### config.mk
export PLATFORM = sky130hd
export DESIGN_NAME = tick_timer
export DESIGN_NICKNAME = d
export VERILOG_FILES = /design/src/rtl/tick_timer_pkg.sv /design/src/rtl/tick_prescaler.sv /design/src/rtl/tick_timer.sv
export SDC_FILE = /design/constraint.sdc
export NUM_CORES = 1
export LEC_CHECK = 0
export BUFFER_PORTS_ARGS = -buffer_cell sky130_fd_sc_hd__buf_2
export CAP_MARGIN = 20
export CELL_PAD_IN_SITES_DETAIL_PLACEMENT = 0
export CELL_PAD_IN_SITES_GLOBAL_PLACEMENT = 1
export CORE_MARGIN = 2
export CORE_UTILIZATION = 42
export DETAILED_ROUTE_END_ITERATION = 8
export PLACE_DENSITY_LB_ADDON = 0.1
export SKIP_CTS_REPAIR_TIMING = 1
export SYNTH_ARGS = -nofsm -noshare
export SYNTH_HDL_FRONTEND = slang
export SYNTH_SLANG_ARGS = --single-unit
### constraint.sdc
create_clock -name clk -period 1.97 [get_ports clk]
set_input_delay 0.394 -clock clk [delete_from_list [all_inputs] [get_ports clk]]
set_output_delay 0.394 -clock clk [all_outputs]
set_load 0.01 [all_outputs]
### src/rtl/tick_timer_pkg.sv
// Shared encodings for the tick timer family.
// Holds the mode encoding for one-shot vs periodic operation and the
// two-state FSM encoding used by tick_timer.
package tick_timer_pkg;

  // Counting mode, latched from i_mode on start
  localparam logic MODE_PERIODIC = 1'b0;
  localparam logic MODE_ONESHOT  = 1'b1;

  // Timer FSM states
  localparam logic [0:0] ST_IDLE = 1'b0;
  localparam logic [0:0] ST_RUN  = 1'b1;

endpackage : tick_timer_pkg

### src/rtl/tick_prescaler.sv
// Clock-enable prescaler: produces one step strobe every div+1 enabled cycles.
// Ports:
//   clk, rst  - system clock, synchronous active-high reset
//   clr       - force the prescale count back to zero (wins over en)
//   en        - count enable; step_c is only produced while enabled
//   div       - divider D; count runs 0..D
//   step_c    - combinational strobe, high when enabled and count == div
module tick_prescaler #(
  parameter int unsigned PRESC_WIDTH = 8
) (
  input  logic                   clk,
  input  logic                   rst,
  input  logic                   clr,
  input  logic                   en,
  input  logic [PRESC_WIDTH-1:0] div,
  output logic                   step_c
);

  logic [PRESC_WIDTH-1:0] presc_q;
  logic [PRESC_WIDTH-1:0] presc_d;

  assign step_c = en && (presc_q == div);

  // Next prescale count: wraps to zero on each step, never exceeds div
  always_comb begin
    presc_d = presc_q;
    if (clr) begin
      presc_d = '0;
    end else if (en) begin
      presc_d = step_c ? '0 : presc_q + PRESC_WIDTH'(1);
    end
  end

  always_ff @(posedge clk) begin
    if (rst) begin
      presc_q <= '0;
    end else begin
      presc_q <= presc_d;
    end
  end

endmodule : tick_prescaler

### src/rtl/tick_timer.sv
// Runtime-programmable tick generator with prescaler, periodic/one-shot mode
// and start/stop control. Emits a one-cycle o_tick enable strobe.
// Ports:
//   clk, rst  - system clock, synchronous active-high reset
//   i_period  - terminal count P (tick every P+1 steps), latched on i_start
//   i_presc   - divider D (one step every D+1 cycles), latched on i_start
//   i_mode    - 0 periodic auto-reload, 1 one-shot; latched on i_start
//   i_start   - load config and (re)start from zero; beats i_stop
//   i_stop    - return to idle (ignored while idle)
//   o_tick    - one-cycle strobe at terminal count
//   o_busy    - high while running
//   o_cnt     - current main count value
module tick_timer
  import tick_timer_pkg::*;
#(
  parameter int unsigned CNT_WIDTH   = 16,
  parameter int unsigned PRESC_WIDTH = 8
) (
  input  logic                   clk,
  input  logic                   rst,
  input  logic [CNT_WIDTH-1:0]   i_period,
  input  logic [PRESC_WIDTH-1:0] i_presc,
  input  logic                   i_mode,
  input  logic                   i_start,
  input  logic                   i_stop,
  output logic                   o_tick,
  output logic                   o_busy,
  output logic [CNT_WIDTH-1:0]   o_cnt
);

  logic [0:0]             state_q, state_d;
  logic [CNT_WIDTH-1:0]   cnt_q, cnt_d;
  logic [CNT_WIDTH-1:0]   period_q, period_d;
  logic [PRESC_WIDTH-1:0] div_q, div_d;
  logic                   mode_q, mode_d;

  logic running_c;
  logic step_c;
  logic term_c;
  logic presc_clr_c;

  assign running_c = (state_q == ST_RUN);
  assign term_c    = step_c && (cnt_q == period_q);

  tick_prescaler #(
    .PRESC_WIDTH (PRESC_WIDTH)
  ) u_presc (
    .clk    (clk),
    .rst    (rst),
    .clr    (presc_clr_c),
    .en     (running_c),
    .div    (div_q),
    .step_c (step_c)
  );

  // Next-state: start beats stop; stop and one-shot terminal return to idle
  always_comb begin
    state_d     = state_q;
    cnt_d       = cnt_q;
    period_d    = period_q;
    div_d       = div_q;
    mode_d      = mode_q;
    presc_clr_c = 1'b0;

    if (i_start) begin
      period_d    = i_period;
      div_d       = i_presc;
      mode_d      = i_mode;
      cnt_d       = '0;
      presc_clr_c = 1'b1;
      state_d     = ST_RUN;
    end else if (running_c) begin
      if (i_stop) begin
        cnt_d       = '0;
        presc_clr_c = 1'b1;
        state_d     = ST_IDLE;
      end else if (step_c) begin
        if (cnt_q == period_q) begin
          cnt_d = '0;
          if (mode_q == MODE_ONESHOT) begin
            presc_clr_c = 1'b1;
            state_d     = ST_IDLE;
          end
        end else begin
          cnt_d = cnt_q + CNT_WIDTH'(1);
        end
      end
    end
  end

  always_ff @(posedge clk) begin
    if (rst) begin
      state_q  <= ST_IDLE;
      cnt_q    <= '0;
      period_q <= '0;
      div_q    <= '0;
      mode_q   <= MODE_PERIODIC;
    end else begin
      state_q  <= state_d;
      cnt_q    <= cnt_d;
      period_q <= period_d;
      div_q    <= div_d;
      mode_q   <= mode_d;
    end
  end

  // Tick is a decode of registers only; gated so a reset cycle never ticks
  assign o_tick = term_c && !rst;
  assign o_busy = running_c;
  assign o_cnt  = cnt_q;

endmodule : tick_timer

==> results.tsv <==
metric	value	unit
crit start category	flip-flop	
CTS tree	yes	
Mapped Nets	312	
Slew Limit Fails	0	
Die Y-Extent	81.9	um
met3 wire len	269	um
final instance area	0.00313	mm2
Sw Share	24.8	%
Yosys Warn Count	0	
Slew HR	70.4	%
worst r2r dst	o_cnt[8]$_SDFFE_PP0P_	
vias	2261	
Critical Path Source	o_cnt[12]$_SDFFE_PP0P_	
Antenna diodes	0	
reg2reg setup slack	190	ps
minimum clock period	2090	ps
post-DP HPWL	4650	um
startpoint of the worst hold path	i_period[0]	
Synth Flop Type	dfxtp_1	
Post-synth ARST share	0	%
number of synthesized flops with an enable pin	0	
Post-Synthesis Cells	281	
Area growth syn-to-layout	22.8	%
critical path class	flip-flop to output port	
status	complete, but fails checks	
final-report hold violation count	0	
Post-Syn Area per Cell	9.06	um2
initial antenna violation count	0	
htree depth	2	
Arrival @ worst endpoint	1700	ps
final core occ	53.1	%
number of buffers created by CTS	5	
Int Pwr	0.00153	W
Max rail drop VDD	314	uV
post-route worst setup slack	-123	ps
register area share after synthesis	39.3	%
HP Class	input pin to flip-flop	
# IOs	47	
top layer used by detailed routing	met4	
hold slack final	318	ps
synth unique cells	47	
vias in the first global route	2094	
Max clock buf depth	2	
total power	0.00204	W
failing checks	negative setup slack	
WL/cell	14.7	um
Initial Utilization	43.3	%
Die W	81.9	um
Placement Cell Area	0.00298	mm2
drt first pass iters	5	
switching pwr	0.000506	W
share of cells above drive strength 1	28.3	%
Worst Hold Depth	3	
routability-driven placement congestion ratio	0.882	
WL met2	3030	um
met1 WL	2820	um
RR Startpoint	o_cnt[13]$_SDFFE_PP0P_	
final wirelength	6210	um
pin count of the biggest net entering global routing	29	
gr usage total	19.4	%
pwr dens	652	mW/mm2
area of the multi-input gates	0.00148	mm2
number of port buffers	46	
CP endpoint kind	output port	
Total Die Area	0.00670	mm2
WP data required	1580	ps
RSZ-0062 raised after global routing	true	
Rows	28	
Reg clk slew, reported paths	100	ps
CTS Sinks	50	
Setup WS pre-CTS	-4.12	ps
Seq pwr share	52.4	%
# nets final	376	
max_cap viols	0	
clock skew	15.6	ps
cell area after synthesis	0.00255	mm2
DRC	0	
R2R cell count	6	
global-route wire length before repair	9990	um
Pleak	1.36	nW
Tightest Pin Transition	443	ps
DRT iter0 DRCs	110	
crit path max fanout	2	
# fillers	567	
register area	0.00101	mm2
insertion delay to the later sink of the worst-skew pair	310	ps
drt via density	5.37	
Logic pwr share	12.2	%
root buffer cell	clkbuf_8	
Routed Antenna Nets	0	
Setup Viol. Count Final	1	
grt ovf	0	
max frequency	0.478	GHz
core area	0.00589	mm2
final cycle utilization of the critical path	106	%
clock power share	35.4	%
Synth Register Bits	50	
Hold Crit Endpoint	period_q[0]$_SDFFE_PP0P_	
synth_stat cells, types with 3 or more instances:
master	count	area (um2)
clkbuf_1	4	15.0
nand2_1	16	60.1
and2_1	4	25.0
o22ai_1	4	25.0
buf_2	6	30.0
nor4_2	3	37.5
and3_1	4	25.0
nand3b_1	3	22.5
xnor2_1	10	87.6
a21oi_1	4	20.0
nand4_1	10	62.6
nor2_1	39	146
a31oi_1	9	56.3
o21ai_0	3	15.0
mux2i_1	25	250
inv_1	8	30.0
nand3_1	16	80.1
dfxtp_1	50	1000
xor2_1	19	166
a32oi_1	7	61.3
power by group through the flow:
stage	Sequential [W]	Clock, W	Combinational [W]
after global routing	0.00107	0.000774	0.000274
after CTS	0.00107	0.000753	0.000243
after global placement	0.00109	0	0.000239
after detailed placement	0.00109	0	0.000242
after floorplan	0.00108	0	0.000173
final	0.00107	0.000720	0.000250
metal layers:
layer | GRT usage, % | vias up
li1 | - | 1142
met1 | 24.5 | 1064
met2 | 34.0 | 48
met3 | 3.41 | 7
met4 | 5.33 | 0
met5 | 0 | -
registers in the layout (all words and copies together) (netlist names):
register / count
o_cnt: 16
period_q: 16
div_q: 8
u_presc.presc_q: 8
mode_q: 1
o_busy: 1
worst max path at each step:
| stage | to | slack [ps] | depth (start not counted) |
|---|---|---|---|
| after floorplan | o_tick | 90 | 6 |
| after global placement | o_tick | -20 | 5 |
| after detailed placement | o_tick | -4 | 5 |
| after CTS | o_tick | -360 | 5 |
| after global routing | o_tick | -230 | 5 |
| final | o_tick | -120 | 5 |
layout make-up:
cell class | count | share of cell area, %
Clock buffer | 6 | 2.32
Tap cell | 75 | 3.00
Timing Repair Buffer | 69 | 12.9
Sequential cell | 50 | 32.2
Multi-Input combinational cell | 211 | 47.4
Inverter | 8 | 0.961
Clock inverter | 2 | 1.20
metrics by stage:
stage | std cells | TNS, ps
finish | 421 | -123
global route | 421 | -232
CTS | 421 | -366
detailed placement | 413 | -4.12
global placement | 413 | -19.9
floorplan | 281 | 0
cell usage in the layout, fill, tap and decap left out, drive strengths merged, types with 5 or more instances in the layout:
cell type | netlist | layout
xor2 | 19 | 19
dfxtp | 50 | 50
mux2i | 25 | 25
clkbuf | 4 | 6
nand2 | 17 | 17
nor2 | 40 | 40
inv | 8 | 8
nand3 | 18 | 18
nand4 | 11 | 11
xnor2 | 10 | 10
a32oi | 7 | 7
a31oi | 10 | 10
nor4 | 5 | 5
buf | 8 | 69
and2 | 5 | 5
cell families after synthesis:
kind of cell | Yosys count | synth area share, %
simple gates | 117 | 24.9
flops | 50 | 39.3
compound gates | 38 | 11.2
xor+xnor | 29 | 9.98
mux | 25 | 9.83
buf+inv | 20 | 3.83
fa+ha+maj | 2 | 0.983
worst max-delay path, stage by stage (launching register included):
cell and delay, ps:
dfxtp_2 340, xor2_2 180, nor4_4 360, nand4_2 160, nor3_2 210, buf_2 160
Power figures use the tool's default switching activity.
